[src/rtl/bus_pkg.sv]
// Shared definitions for the memory-bus arbiter and the DMA masters that sit on it:
// FSM state encoding, default bus widths, DMA register addresses, index-width helper.
package bus_pkg;

  localparam logic [1:0] ST_IDLE    = 2'd0;
  localparam logic [1:0] ST_GRANT   = 2'd1;
  localparam logic [1:0] ST_RELEASE = 2'd2;

  localparam int BUS_AW = 32;
  localparam int BUS_DW = 32;

  // DMA engine register map on the shared bus
  localparam logic [31:0] DMA_CTRL_ADDR = 32'd5000;
  localparam logic [31:0] DMA_STAT_ADDR = 32'd5004;
  localparam logic [31:0] DMA_SRC_ADDR  = 32'd5008;
  localparam logic [31:0] DMA_DST_ADDR  = 32'd5012;
  localparam logic [31:0] DMA_LEN_ADDR  = 32'd5016;

  // Bits needed to index n masters; never below 1 so single-master builds stay legal.
  function automatic int idx_w(input int n);
    return (n > 1) ? $clog2(n) : 1;
  endfunction

endpackage

[src/rtl/bus_arbiter_rr_pick.sv]
// Round-robin picker: rotate requests so ptr sits at bit 0, take the lowest set bit,
// rotate the one-hot result back. Purely combinational.
module rr_pick
  import bus_pkg::*;
#(
  parameter int NREQ = 4,
  parameter int IW   = idx_w(NREQ)
) (
  input  logic [NREQ-1:0] req_i,
  input  logic [IW-1:0]   ptr_i,
  output logic [NREQ-1:0] win_o,
  output logic            vld_o
);

  logic [NREQ-1:0] rot;
  logic [NREQ-1:0] oh;
  logic [IW:0]     sum;
  logic [IW-1:0]   k;

  always_comb begin
    rot   = '0;
    oh    = '0;
    win_o = '0;
    sum   = '0;
    k     = '0;
    for (int i = 0; i < NREQ; i++) begin
      sum = {1'b0, IW'(i)} + {1'b0, ptr_i};
      if (sum >= (IW+1)'(NREQ)) sum = sum - (IW+1)'(NREQ);
      k = sum[IW-1:0];
      rot[i] = req_i[k];
    end
    // isolate lowest set bit of the rotated vector
    oh = rot & (~rot + NREQ'(1));
    for (int i = 0; i < NREQ; i++) begin
      sum = {1'b0, IW'(i)} + {1'b0, ptr_i};
      if (sum >= (IW+1)'(NREQ)) sum = sum - (IW+1)'(NREQ);
      k = sum[IW-1:0];
      win_o[k] = oh[i];
    end
  end

  assign vld_o = |req_i;

endmodule

[src/rtl/bus_arbiter.sv]
// Round-robin request/grant arbiter for the shared memory bus with a one-cycle
// turnaround between owners. Define ARB_HOLD_LIMIT_EN to cap ownership at MAX_HOLD cycles.
module bus_arbiter
  import bus_pkg::*;
#(
  parameter int NREQ     = 4,
  parameter int AW       = BUS_AW,
  parameter int DW       = BUS_DW,
  parameter int MAX_HOLD = 16
) (
  input  logic                 CLK,
  input  logic                 RST_N,
  input  logic [NREQ-1:0]      Req,
  output logic [NREQ-1:0]      Gnt,
  input  logic [NREQ*AW-1:0]   M_Addr,
  input  logic [NREQ*DW-1:0]   M_WData,
  input  logic [NREQ-1:0]      M_Read,
  input  logic [NREQ-1:0]      M_Write,
  output logic [AW-1:0]        Bus_Addr,
  output logic [DW-1:0]        Bus_WData,
  output logic                 Bus_Read,
  output logic                 Bus_Write,
  output logic                 Busy,
  output logic                 Err
);

  localparam int IW = idx_w(NREQ);

  if (NREQ < 1 || NREQ > 8 || MAX_HOLD < 2) begin : g_cfg_err
    $error("bus_arbiter: NREQ must be 1..8 and MAX_HOLD >= 2");
  end

  logic [1:0]      state_q, state_d;
  logic [IW-1:0]   ptr_q, ptr_d;
  logic [NREQ-1:0] gnt_q, gnt_d;
  logic [NREQ-1:0] win;
  logic            win_vld;
  logic [IW-1:0]   own_idx;
  logic [IW-1:0]   ptr_nxt;
  logic            own_req;
  logic            hold_lim;

  rr_pick #(.NREQ(NREQ), .IW(IW)) u_pick (
    .req_i (Req),
    .ptr_i (ptr_q),
    .win_o (win),
    .vld_o (win_vld)
  );

  always_comb begin
    own_idx = '0;
    for (int i = 0; i < NREQ; i++)
      if (gnt_q[i]) own_idx = IW'(i);
  end

  assign own_req = |(Req & gnt_q);
  assign ptr_nxt = (own_idx == IW'(NREQ-1)) ? '0 : own_idx + IW'(1);

`ifdef ARB_HOLD_LIMIT_EN
  localparam int HW = $clog2(MAX_HOLD);
  logic [HW-1:0] hold_q, hold_d;

  assign hold_lim = (hold_q == HW'(MAX_HOLD-1));

  always_comb begin
    hold_d = hold_q;
    if (state_q == ST_GRANT) hold_d = hold_q + HW'(1);
    else                     hold_d = '0;
  end

  always_ff @(posedge CLK or negedge RST_N) begin
    if (!RST_N) hold_q <= '0;
    else        hold_q <= hold_d;
  end
`else
  assign hold_lim = 1'b0;
`endif

  always_comb begin
    state_d = state_q;
    ptr_d   = ptr_q;
    gnt_d   = gnt_q;
    case (state_q)
      ST_IDLE, ST_RELEASE: begin
        // both arbitrate; RELEASE only differs in having just cleared the grant
        if (win_vld) begin
          gnt_d   = win;
          state_d = ST_GRANT;
        end else begin
          gnt_d   = '0;
          state_d = ST_IDLE;
        end
      end
      ST_GRANT: begin
        if (!own_req || hold_lim) begin
          gnt_d   = '0;
          state_d = ST_RELEASE;
          ptr_d   = ptr_nxt;
        end
      end
      default: begin
        gnt_d   = '0;
        state_d = ST_IDLE;
      end
    endcase
  end

  always_ff @(posedge CLK or negedge RST_N) begin
    if (!RST_N) begin
      state_q <= ST_IDLE;
      ptr_q   <= '0;
      gnt_q   <= '0;
    end else begin
      state_q <= state_d;
      ptr_q   <= ptr_d;
      gnt_q   <= gnt_d;
    end
  end

  // AND-OR mux keyed by the one-hot grant: zero with no owner, no tristates
  logic rd, wr;
  always_comb begin
    Bus_Addr  = '0;
    Bus_WData = '0;
    rd        = 1'b0;
    wr        = 1'b0;
    for (int i = 0; i < NREQ; i++) begin
      if (gnt_q[i]) begin
        Bus_Addr  = M_Addr[i*AW +: AW];
        Bus_WData = M_WData[i*DW +: DW];
        rd        = M_Read[i];
        wr        = M_Write[i];
      end
    end
  end

  assign Bus_Write = wr;
  assign Bus_Read  = rd & ~wr;
  assign Err       = rd & wr;
  assign Gnt       = gnt_q;
  assign Busy      = |gnt_q;

endmodule

[config.mk]
export PLATFORM = sky130hd
export DESIGN_NAME = bus_arbiter
export DESIGN_NICKNAME = d
export VERILOG_FILES = /design/src/rtl/bus_pkg.sv /design/src/rtl/bus_arbiter_rr_pick.sv /design/src/rtl/bus_arbiter.sv
export SDC_FILE = /design/constraint.sdc
export NUM_CORES = 1
export LEC_CHECK = 0
export BUFFER_PORTS_ARGS = -buffer_cell sky130_fd_sc_hd__buf_2
export CAP_MARGIN = 5
export CORE_AREA = 2 2 132 134
export DETAILED_ROUTE_END_ITERATION = 8
export DIE_AREA = 0 0 134 136
export HOLD_SLACK_MARGIN = 0.06
export MAX_ROUTING_LAYER = met4
export PLACE_DENSITY_LB_ADDON = 0.2
export REMOVE_ABC_BUFFERS = 1
export SETUP_SLACK_MARGIN = 0.15
export SKIP_CTS_REPAIR_TIMING = 1
export SYNTH_ARGS = -nofsm -noshare
export SYNTH_HDL_FRONTEND = slang
export SYNTH_SLANG_ARGS = --single-unit
[constraint.sdc]
create_clock -name CLK -period 5.3 [get_ports CLK]
set_input_delay 0.53 -clock CLK [delete_from_list [all_inputs] [get_ports CLK]]
set_output_delay 0.53 -clock CLK [all_outputs]
set_load 0.03 [all_outputs]
==> out/qor.yml <==
layout:
  final_common_cell: "buf_2"
  syn_to_final_growth_pct: 82.4
  fin_nets: 906
  post-route-cell-area_um2: 4330
  postLayoutCoreUtil: 0.256
  drive_gt1_frac: 0.585
  fillers: 1892
  mostFrequentLayoutCells: "buf_2 (341), a22oi_1 (68), nor2_1 (68)"
power_and_ir_drop:
  ir_worst_vdd_v: 0.000210
  power_leakage_nw: 2.32
  power_frac_comb: 0.855
  pwr-share-seq: 0.086
  p_clk_frac: 0.059
  p_sw_mw: 1.34
  swShare: 0.609
  powerDensity_nw_per_um2: 508
  p_int_mw: 0.860
routing:
  firstDrtPassIters: 4
  routed_wl_um: 14100
  post_drt_wl_per_cell_um: 16.5
  drt_iter0_drc: 237
  vias_per_cell: 4.66
  num_vias: 3991
  ant_nets: 0
  drc: 0
global_route:
  grt_pass1_wl_um: 20000
  antenna_found_initial: 2
  grtUsageMet1: 0.177
  grt_overflow: 0
  met2_usage: 0.244
  grt_usage: 0.140
  busiest_layer: "met2"
  grt_max_degree: 76
  use_met3: 0.0213
  grt_pass1_vias: 3707
placed_design:
  portBuffers: 341
  placed_cell_area_um2: 4240
  dp_hpwl_um: 11400
  gp_congestion: 0.839
  dp_slack_ns: 2.10
critical_path:
  crit_fanout: 75
  worstPathCellList: "buf_4, nor2b_4, buf_4, a22oi_1, o21a_1, a21oi_1, buf_2"
  crit_path_frequent_cell: "buf_4"
  slowest_stage: "nor2b_4"
  cp-end-kind: "output pin"
  crit_arrival_ns: 2.84
  critPathMaxStageDelay_ns: 0.65
  crit_path_start_kind: "register"
  cp_num_cells: 7
  crit_buf_inv: 3
  crit_family: "buffers and inverters"
  r2r_cells: 5
  required_ns: 4.77
  critPathKind: "register to output pin"
die:
  initial_core_util: 0.141
  die_h_um: 136
  fp.coreArea_um2: 16900
  die_w_um: 134
  ioPinCount: 342
  die_area_um2: 18200
  row_count: 48
timing:
  max_freq_ghz: 0.297
  drv_slew: 0
  finalSetupViolations: 0
  fin_ws_ns: 1.93
  relSlewSlack: 0.444
  rsz0062_at_grt: "false"
  finalHoldViolCount: 0
  period_share: 0.636
  hold_ws_ns: 0.133
  period_needed_ns: 3.37
  skew_ns: 0.00167
  tightest_slew_ns: 0.834
outcome:
  status: "finished clean"
clocking:
  cts.sinks: 8
  numCtsBuffers: 3
  clk_pin_slew_worst_paths_ns: 0.04
  cts_buffer_depth: 2
  cts_root_buf: "clkbuf_16"
  cts_tree: "built"
  insertion_delay_ns: 0.23
  htreeDepth: 1
synth:
  synth_cell_types: 44
  synth.avg_cell_area_um2: 7.46
  ys_seq_area_frac: 0.0844
  synthCells: 318
  synthesis.area_um2: 2370
  yosysWarnings: 0
  yosys_register_bits: 8
hold_path:
  hp-class: "input pin to async pin"
job:
  max-cap-violations: 0
## metal layers
metal  wire length, um  share of wire
met5                 0              0
met2              7130           0.51
met4                27         0.0019
met3              1080          0.076
met1              5880           0.42
## stage by stage
step           TNS (ns)  total power, mW  instances
2_1_floorplan   -212.16             1.52        279
3_3_place_gp          0             2.06        850
3_5_place_dp          0             2.07        850
4_1_cts               0             2.21        854
5_1_grt               0             2.35        856
6_report              0             2.20        856
## kinds of logic after synthesis
| group | Yosys count | synth area share |
|---|---|---|
| compound gates | 152 | 0.546 |
| simple gates | 98 | 0.195 |
| buf+inv | 45 | 0.0823 |
| mux | 9 | 0.0601 |
| flops | 8 | 0.0844 |
| fa+ha+maj | 6 | 0.0316 |
## sequential cells by signal, indices dropped and copies added, names as in the netlist
register	cells
state_q	2
Gnt	4
ptr_q	2
## Yosys cell counts, drive strengths merged
cell     count  area share
nand2        9       0.014
a31oi        2      0.0053
inv          6      0.0095
o21a         1      0.0032
a32oi        1      0.0037
a21oi        3      0.0063
and4         4       0.017
o31ai        1      0.0032
and2b        1      0.0037
mux4         4       0.038
mux2         2      0.0095
dfrtp        8       0.084
nand2b       1      0.0026
a221oi       3       0.011
o21bai       1      0.0032
nor4         2      0.0053
o211ai       1      0.0032
o21ai        4      0.0084
ha           6       0.032
or3          1      0.0026
or2          1      0.0026
or4          1      0.0032
a2111oi      2       0.010
clkbuf      25       0.044
nor3b        2      0.0084
and2         1      0.0032
nor2        68        0.11
nor4b        3       0.014
buf         14       0.029
mux2i        3       0.013
a221o       64        0.27
o31a         1      0.0037
nor2b        3      0.0079
a22oi       68        0.22
nand3b       1      0.0032
## path summary, 6_finish.rpt
check / startpoint / to / slack [ns]
setup / recovery: Gnt[2] / Err / 1.93
hold / removal: RST_N / Gnt[1] / 0.13
setup reg to reg: Gnt[3] / Gnt[1] / 2.54
hold reg to reg: state_q[1] / state_q[1] / 0.56
max in group asynchronous: RST_N / Gnt[3] / 4.98
min in group CLK: state_q[1] / state_q[1] / 0.56
## area by class of cell
cell class | count | area (um^2) | area share
multi-input combinational | 265 | 1990 | 0.460
clock buffer | 4 | 78.8 | 0.0182
antenna | 2 | 5.00 | 0.00116
sequential | 8 | 205 | 0.0474
inverter | 6 | 22.5 | 0.00520
tap | 225 | 282 | 0.0650
timing repair buffer | 346 | 1740 | 0.403
## power groups by stage
stage                     clock network [mW]  registers (mW)  logic (mW)
after floorplan                            0           0.240        1.28
after CTS                              0.131           0.192        1.89
after global placement                     0           0.188        1.87
after detailed placement                   0           0.193        1.88
final                                  0.130           0.190        1.88
after global routing                   0.135           0.202        2.01
Note: power is estimated with default switching activity, not from simulation.
